[src/rtl/stream_minmax.sv]
// Streaming signed min/max reducer: tracks running min/max, saturating count and overflow per frame.
// Define STREAM_MINMAX_ARGIDX_EN to build first-occurrence argmin/argmax tracking.
module stream_minmax #(
   parameter int unsigned N     = 32,
   parameter int unsigned IDX_W = 8
) (
   input  logic             clk,
   input  logic             rst,
   input  logic             in_valid,
   output logic             in_ready,
   input  logic [N-1:0]     in_data,
   input  logic             in_last,
   output logic             out_valid,
   input  logic             out_ready,
   output logic [N-1:0]     out_min,
   output logic [N-1:0]     out_max,
   output logic [IDX_W-1:0] out_min_idx,
   output logic [IDX_W-1:0] out_max_idx,
   output logic [IDX_W-1:0] out_count,
   output logic             out_ovf
);

   localparam logic [IDX_W-1:0] CountMax = '1;

   typedef enum logic [1:0] {StFirst, StAcc, StDone} state_e;

   state_e           state_q, state_d;
   logic [N-1:0]     min_q, min_d, max_q, max_d;
   logic [IDX_W-1:0] count_q, count_d;
   logic             ovf_q, ovf_d;
   logic             accept, drain, sat, lt_min, gt_max;

   // Handshake outputs are pure state decodes, forced low while reset is asserted.
   assign in_ready  = !rst && (state_q != StDone);
   assign out_valid = !rst && (state_q == StDone);
   assign accept    = in_valid && in_ready;
   assign drain     = out_valid && out_ready;
   assign sat       = (count_q == CountMax);

   // Strict signed compares: ties never replace, so the first occurrence wins.
   assign lt_min = $signed(in_data) < $signed(min_q);
   assign gt_max = $signed(max_q) < $signed(in_data);

   always_comb begin
      state_d = state_q;
      min_d   = min_q;
      max_d   = max_q;
      count_d = count_q;
      ovf_d   = ovf_q;
      unique case (state_q)
         StFirst: begin
            if (accept) begin
               min_d   = in_data;
               max_d   = in_data;
               count_d = IDX_W'(1);
               ovf_d   = 1'b0;
               state_d = in_last ? StDone : StAcc;
            end
         end
         StAcc: begin
            if (accept) begin
               if (lt_min) min_d = in_data;
               if (gt_max) max_d = in_data;
               if (sat) ovf_d = 1'b1;
               else     count_d = count_q + IDX_W'(1);
               if (in_last) state_d = StDone;
            end
         end
         StDone: begin
            if (drain) state_d = StFirst;
         end
         default: state_d = StFirst;
      endcase
   end

   always_ff @(posedge clk) begin
      if (rst) begin
         state_q <= StFirst;
         min_q   <= '0;
         max_q   <= '0;
         count_q <= '0;
         ovf_q   <= 1'b0;
      end else begin
         state_q <= state_d;
         min_q   <= min_d;
         max_q   <= max_d;
         count_q <= count_d;
         ovf_q   <= ovf_d;
      end
   end

   assign out_min   = rst ? '0 : min_q;
   assign out_max   = rst ? '0 : max_q;
   assign out_count = rst ? '0 : count_q;
   assign out_ovf   = !rst && ovf_q;

`ifdef STREAM_MINMAX_ARGIDX_EN
   logic [IDX_W-1:0] min_idx_q, min_idx_d, max_idx_q, max_idx_d;

   // Index of the current sample is the pre-increment count, which saturates with it.
   always_comb begin
      min_idx_d = min_idx_q;
      max_idx_d = max_idx_q;
      if (accept) begin
         if (state_q == StFirst) begin
            min_idx_d = '0;
            max_idx_d = '0;
         end else begin
            if (lt_min) min_idx_d = count_q;
            if (gt_max) max_idx_d = count_q;
         end
      end
   end

   always_ff @(posedge clk) begin
      if (rst) begin
         min_idx_q <= '0;
         max_idx_q <= '0;
      end else begin
         min_idx_q <= min_idx_d;
         max_idx_q <= max_idx_d;
      end
   end

   assign out_min_idx = rst ? '0 : min_idx_q;
   assign out_max_idx = rst ? '0 : max_idx_q;
`else
   assign out_min_idx = '0;
   assign out_max_idx = '0;
`endif

endmodule

[config.mk]
export PLATFORM = sky130hd
export DESIGN_NAME = stream_minmax
export DESIGN_NICKNAME = d
export VERILOG_FILES = /design/src/rtl/stream_minmax.sv
export SDC_FILE = /design/constraint.sdc
export NUM_CORES = 1
export LEC_CHECK = 0
export CAP_MARGIN = 5
export CORE_UTILIZATION = 45
export DETAILED_ROUTE_END_ITERATION = 7
export PLACE_DENSITY = 0.78
export SLEW_MARGIN = 25
export SYNTH_ARGS = -nofsm -noshare
export SYNTH_HDL_FRONTEND = slang
export SYNTH_SLANG_ARGS = --single-unit
[constraint.sdc]
create_clock -name clk -period 6.1 [get_ports clk]
set_clock_uncertainty 0.05 [all_clocks]
set_input_delay 0.915 -clock clk [delete_from_list [all_inputs] [get_ports clk]]
set_output_delay 0.915 -clock clk [all_outputs]
set_load 0.01 [all_outputs]
== Yosys cells after proc, flatten, opt, wreduce, memory -nomap -nowiden ==
Index checks and enable logic that the tools add are counted.
Storage, ports and cells
  flip-flop bits (word level): 75
  output and inout port bits: 91
  logic and storage cells: 57
  input port bits: 37
Operators by class
  eq/ne operators: 12
  $lt $le $gt $ge: 2
  add/sub/neg operators: 1
  reductions and logical operators: 13
  multiplexer cells: 24
Operators by type and width (count)
  32-bit 2-to-1 mux: 7
  32-bit case mux with 2 select lines: 2
  32-bit < comparator: 2
  8-bit 2-to-1 mux: 4
  4-bit AND reduction: 5
  2-bit != test, second input constant: 9
  8-bit case mux with 2 select lines: 1
  2-bit 2-to-1 mux: 5
  8-bit by 1-bit adder with 8-bit output, second input constant: 1
  8-bit == test, second input constant: 1
  2-bit case mux with 3 select lines: 1
  1-bit logical AND: 5
  1-bit 2-to-1 mux: 3
  2-bit by 1-bit == test with 1-bit output, second input constant: 1
  2-bit == test, second input constant: 1
  2-bit logical NOT: 1
  1-bit case mux with 2 select lines: 1
  2-bit nonzero test: 1
  1-bit logical NOT: 1

== Logic depth before layout (Yosys ltp) ==
  depth after elaboration: 5
  depth in mapped cells: 9

== Worst setup path after synthesis ==
OpenSTA, ideal clock, no wires.
  kind: input -> register
  start: input in_data[29]
  end: register max_q[10]
  buffers on the path: 1
  stages on the path: 9
  setup time: 121 ps
  path slack: 3007 ps
  arrival time: 2923 ps
  path through: inv_1 ha_1 a21o_1 a21o_1 a221o_1 or3_1 o211ai_2 buf_6 mux2_2
Between the ends
  cells in the longest elaborated chain, start to end: 3
Ends and longest elaborated chain
  start: declaration: line 11  | input logic [N-1:0] in_data,
  32-bit < comparator: line 42  | assign gt_max = $signed(max_q) < $signed(in_data);
  2-bit != test (no source line)
  4-bit AND reduction (no source line)
  end signal: assignment: line 86  | max_q <= max_d;
  end: declaration: line 28  | logic [N-1:0] min_q, min_d, max_q, max_d;
No other way between the ends.
A chain may end at the register's enable or synchronous reset.

== Final worst setup path ==
  start: input in_data[17]
  end: register min_q[8]
Between the ends
  cells in the longest elaborated chain, start to end: 3
Ends and longest elaborated chain
  32-bit < comparator: line 41  | assign lt_min = $signed(in_data) < $signed(min_q);
  2-bit != test (no source line)
  4-bit AND reduction (no source line)
  end signal: assignment: line 85  | min_q <= min_d;
  end: declaration: line 28
No other way between the ends.

==> impl_metrics.env <==
export IMPL_die_area_um2=11200
export IMPL_die_w_um=106
export IMPL_cp_buffers_inverters=2
export IMPL_io_buffers=111
export IMPL_fp_dieH_um=106
export IMPL_crit_chain="clkdlybuf4s50_1 > ha_1 > a21oi_1 > o21ai_0 > a2111oi_0 > o21ai_0 > a32oi_4 > buf_4 > mux2_2"
export IMPL_cp_end_kind="register"
export IMPL_cts_setup_buffers=0
export IMPL_timing_rr_start="min_q[17]$_SDFFE_PP0P_"
export IMPL_num_rows=37
export IMPL_grt_usage=0.207
export IMPL_hold_start="ovf_q$_SDFFE_PP0P_"
export IMPL_fin_crit_sh=0.630
export IMPL_drc=0
export IMPL_viasPerCell=5.11
export IMPL_setup_viol=0
export IMPL_r2r_slack_ns=2.96
export IMPL_wire_per_inst_um=13.9
export IMPL_fin_cells=797
export IMPL_fin_hold_ws_ns=0.421
export IMPL_cp_max_fo=21
export IMPL_cap_viol_max_count=0
export IMPL_max_slew_margin=0.480
export IMPL_r2r_end="min_q[8]$_SDFFE_PP0P_"
export IMPL_critical_path_max_stage_delay_ns=0.57
export IMPL_numCtsBuffers=9
export IMPL_io_pins=128
export IMPL_final_core_util=0.601
export IMPL_grt_pass1_wl_um=18500
export IMPL_routed_wl_um=11100
export IMPL_ys_types=44
export IMPL_fmax_ghz=0.260
export IMPL_ys_ff_latch=75
export IMPL_grt_max_degree=113
export IMPL_crit_slowest_cell="a32oi_4"
export IMPL_critPathMostFrequentCell="o21ai_0"
export IMPL_whs_endpoint="ovf_q$_SDFFE_PP0P_"
export IMPL_cp_data_required_time_ns=6.29
export IMPL_nFillCells=882
export IMPL_p_per_area_nw_per_um2=230
export IMPL_cts_max_path_buffers=2
export IMPL_synth_warnings=0
export IMPL_hold_buffers=0
export IMPL_final_common_cell="clkdlybuf4s50_1"
export IMPL_vias=4069
export IMPL_drt_iter0_drc=85
export IMPL_antenna_found_initial=0
export IMPL_hold_path_class="reg2reg"
export IMPL_gp_congestion=0.811
export IMPL_final_min_clock_period_ns=3.84
export IMPL_netlist_instances=551
export IMPL_yosysSeqAreaShare=0.310
export IMPL_worst_pin_slew_ns=0.780
export IMPL_ys_flop_type="dfxtp_1"
export IMPL_leakage_uw=0.00273
export IMPL_drive_above_1_share=0.133
export IMPL_synthToLayoutAreaGrowth_pct=28.6
export IMPL_clk_pin_slew_ns=0.07
export IMPL_cp_top_family="compound AO/OA/AOI/OAI gates"
export IMPL_tns_ns=0
export IMPL_cts_resized=0
export IMPL_crit_type="in2reg"
export IMPL_initial_utilization=0.468
export IMPL_mostFrequentLayoutCells="clkdlybuf4s50_1 (110), nor2_1 (78), dfxtp_1 (75), inv_1 (66), mux2_2 (64)"
export IMPL_cts_tree="yes"
export IMPL_synth_edf_count=0
export IMPL_cts_root_buffer="clkbuf_8"
export IMPL_reg2reg_depth=9
export IMPL_numClockSinks=75
export IMPL_power_uw=1430
export IMPL_syn_area_um2=4850
export IMPL_hpwl_um=8520
export IMPL_hold_depth=2
export IMPL_num_nets_final=756
export IMPL_antenna_cells=0
export IMPL_synth_avg_cell_area_um2=8.80
export IMPL_peakVddDrop_uv=113
export IMPL_ys_async_sr_fraction=0
export IMPL_firstDrtPassIters=4
export IMPL_status="completed"
export IMPL_cp_start_kind="primary input"
export IMPL_arrival_ns=4.03
export IMPL_gr_total_overflow=0
export IMPL_grt_pass1_vias=4136
export IMPL_slew_viol_final=0
export IMPL_clkLatencyLatePin_ns=0.36
export IMPL_dpl_cell_count=781
export IMPL_drt_antenna_violating_nets=0
export IMPL_core_area_um2=10400
export IMPL_finalHoldViolations=0
export IMPL_htree_num_levels=3
export IMPL_rsz0062_at_grt="false"
[layout make-up]
class,instances,area [um^2],share of cell area
Clock buffer,11,141,0.0227
Tap cell,136,170,0.0273
Sequential cell,75,1500,0.241
Inverter,66,248,0.0397
Multi-Input combinational cell,390,2920,0.468
Timing Repair Buffer,114,1150,0.185
Clock inverter,5,100,0.0161
[registers in the layout, indices dropped and copies added (netlist names)]
signal,cells
ovf_q,1
min_q,32
state_q,2
max_q,32
count_q,8
[metrics by stage]
stage                     instance area [um^2]  setup WS (ns)
final                                     6240           2.26
after CTS                                 6230           2.23
after detailed placement                  5990           1.90
after global placement                    5960           1.97
after floorplan                           4900           3.01
after global routing                      6240           2.05
[power breakdown]
group	total, uW	internal (uW)	switching, uW
sequential	563	540	23.1
combinational	400	208	192
clock	470	282	188
total	1430	1030	403
[worst max path at each step]
stage                     start                      to  slack [ns]  cells after the start
floorplan           in_data[29]  max_q[10]$_SDFFE_PP0P_        3.01                      9
global placement    in_data[19]   min_q[5]$_SDFFE_PP0P_        1.97                      9
detailed placement  in_data[17]   min_q[7]$_SDFFE_PP0P_        1.90                      9
CTS                 in_data[17]   min_q[8]$_SDFFE_PP0P_        2.23                      9
global route        in_data[17]   min_q[8]$_SDFFE_PP0P_        2.05                      9
finish              in_data[17]   min_q[8]$_SDFFE_PP0P_        2.26                      9
[worst reg2reg max path: stages, from the launching register on]
cell       delay, ns
dfxtp_1         0.32
inv_1           0.05
ha_1            0.29
a21oi_1         0.16
o21ai_0         0.14
a2111oi_0       0.41
o21ai_0         0.23
a32oi_4         0.57
buf_4           0.42
mux2_2          0.39
[cell families (layout without fill, tap and decap cells)]
kind of cell | count (synthesis) | count (layout) | synth area share
AO/OA/AOI/OAI | 67 | 67 | 0.0924
XOR/XNOR | 4 | 4 | 0.00723
AND/OR/NAND/NOR | 176 | 176 | 0.177
flip-flops | 75 | 75 | 0.310
multiplexers | 64 | 64 | 0.149
other | 1 | 16 | 0.000773
buffers and inverters | 101 | 196 | 0.101
adder cells (fa/ha/maj) | 63 | 63 | 0.163
[layer usage]
metal	vias up	wire length, um	GRT usage
li1	2036	-	-
met1	1900	4880	0.246
met2	115	5320	0.360
met3	18	610	0.0451
met4	0	246	0.0853
met5	-	0	0
[cell usage after synthesis, drive strengths merged, types with 3 or more instances]
cell | instances | area [um^2]
a211oi | 3 | 22.5
nand4 | 8 | 50.1
nand3 | 7 | 35.0
nor3 | 3 | 15.0
nand2 | 20 | 75.1
clkbuf | 10 | 37.5
a31oi | 3 | 25.0
o21ai | 14 | 70.1
inv | 66 | 248
and2 | 3 | 18.8
ha | 63 | 788
xor2 | 4 | 35.0
dfxtp | 75 | 1500
a21oi | 25 | 125
mux2 | 64 | 721
buf | 25 | 206
a21o | 7 | 52.6
or3 | 4 | 25.0
nor2b | 44 | 275
nor2 | 78 | 293
Power figures use the tool's default switching activity.
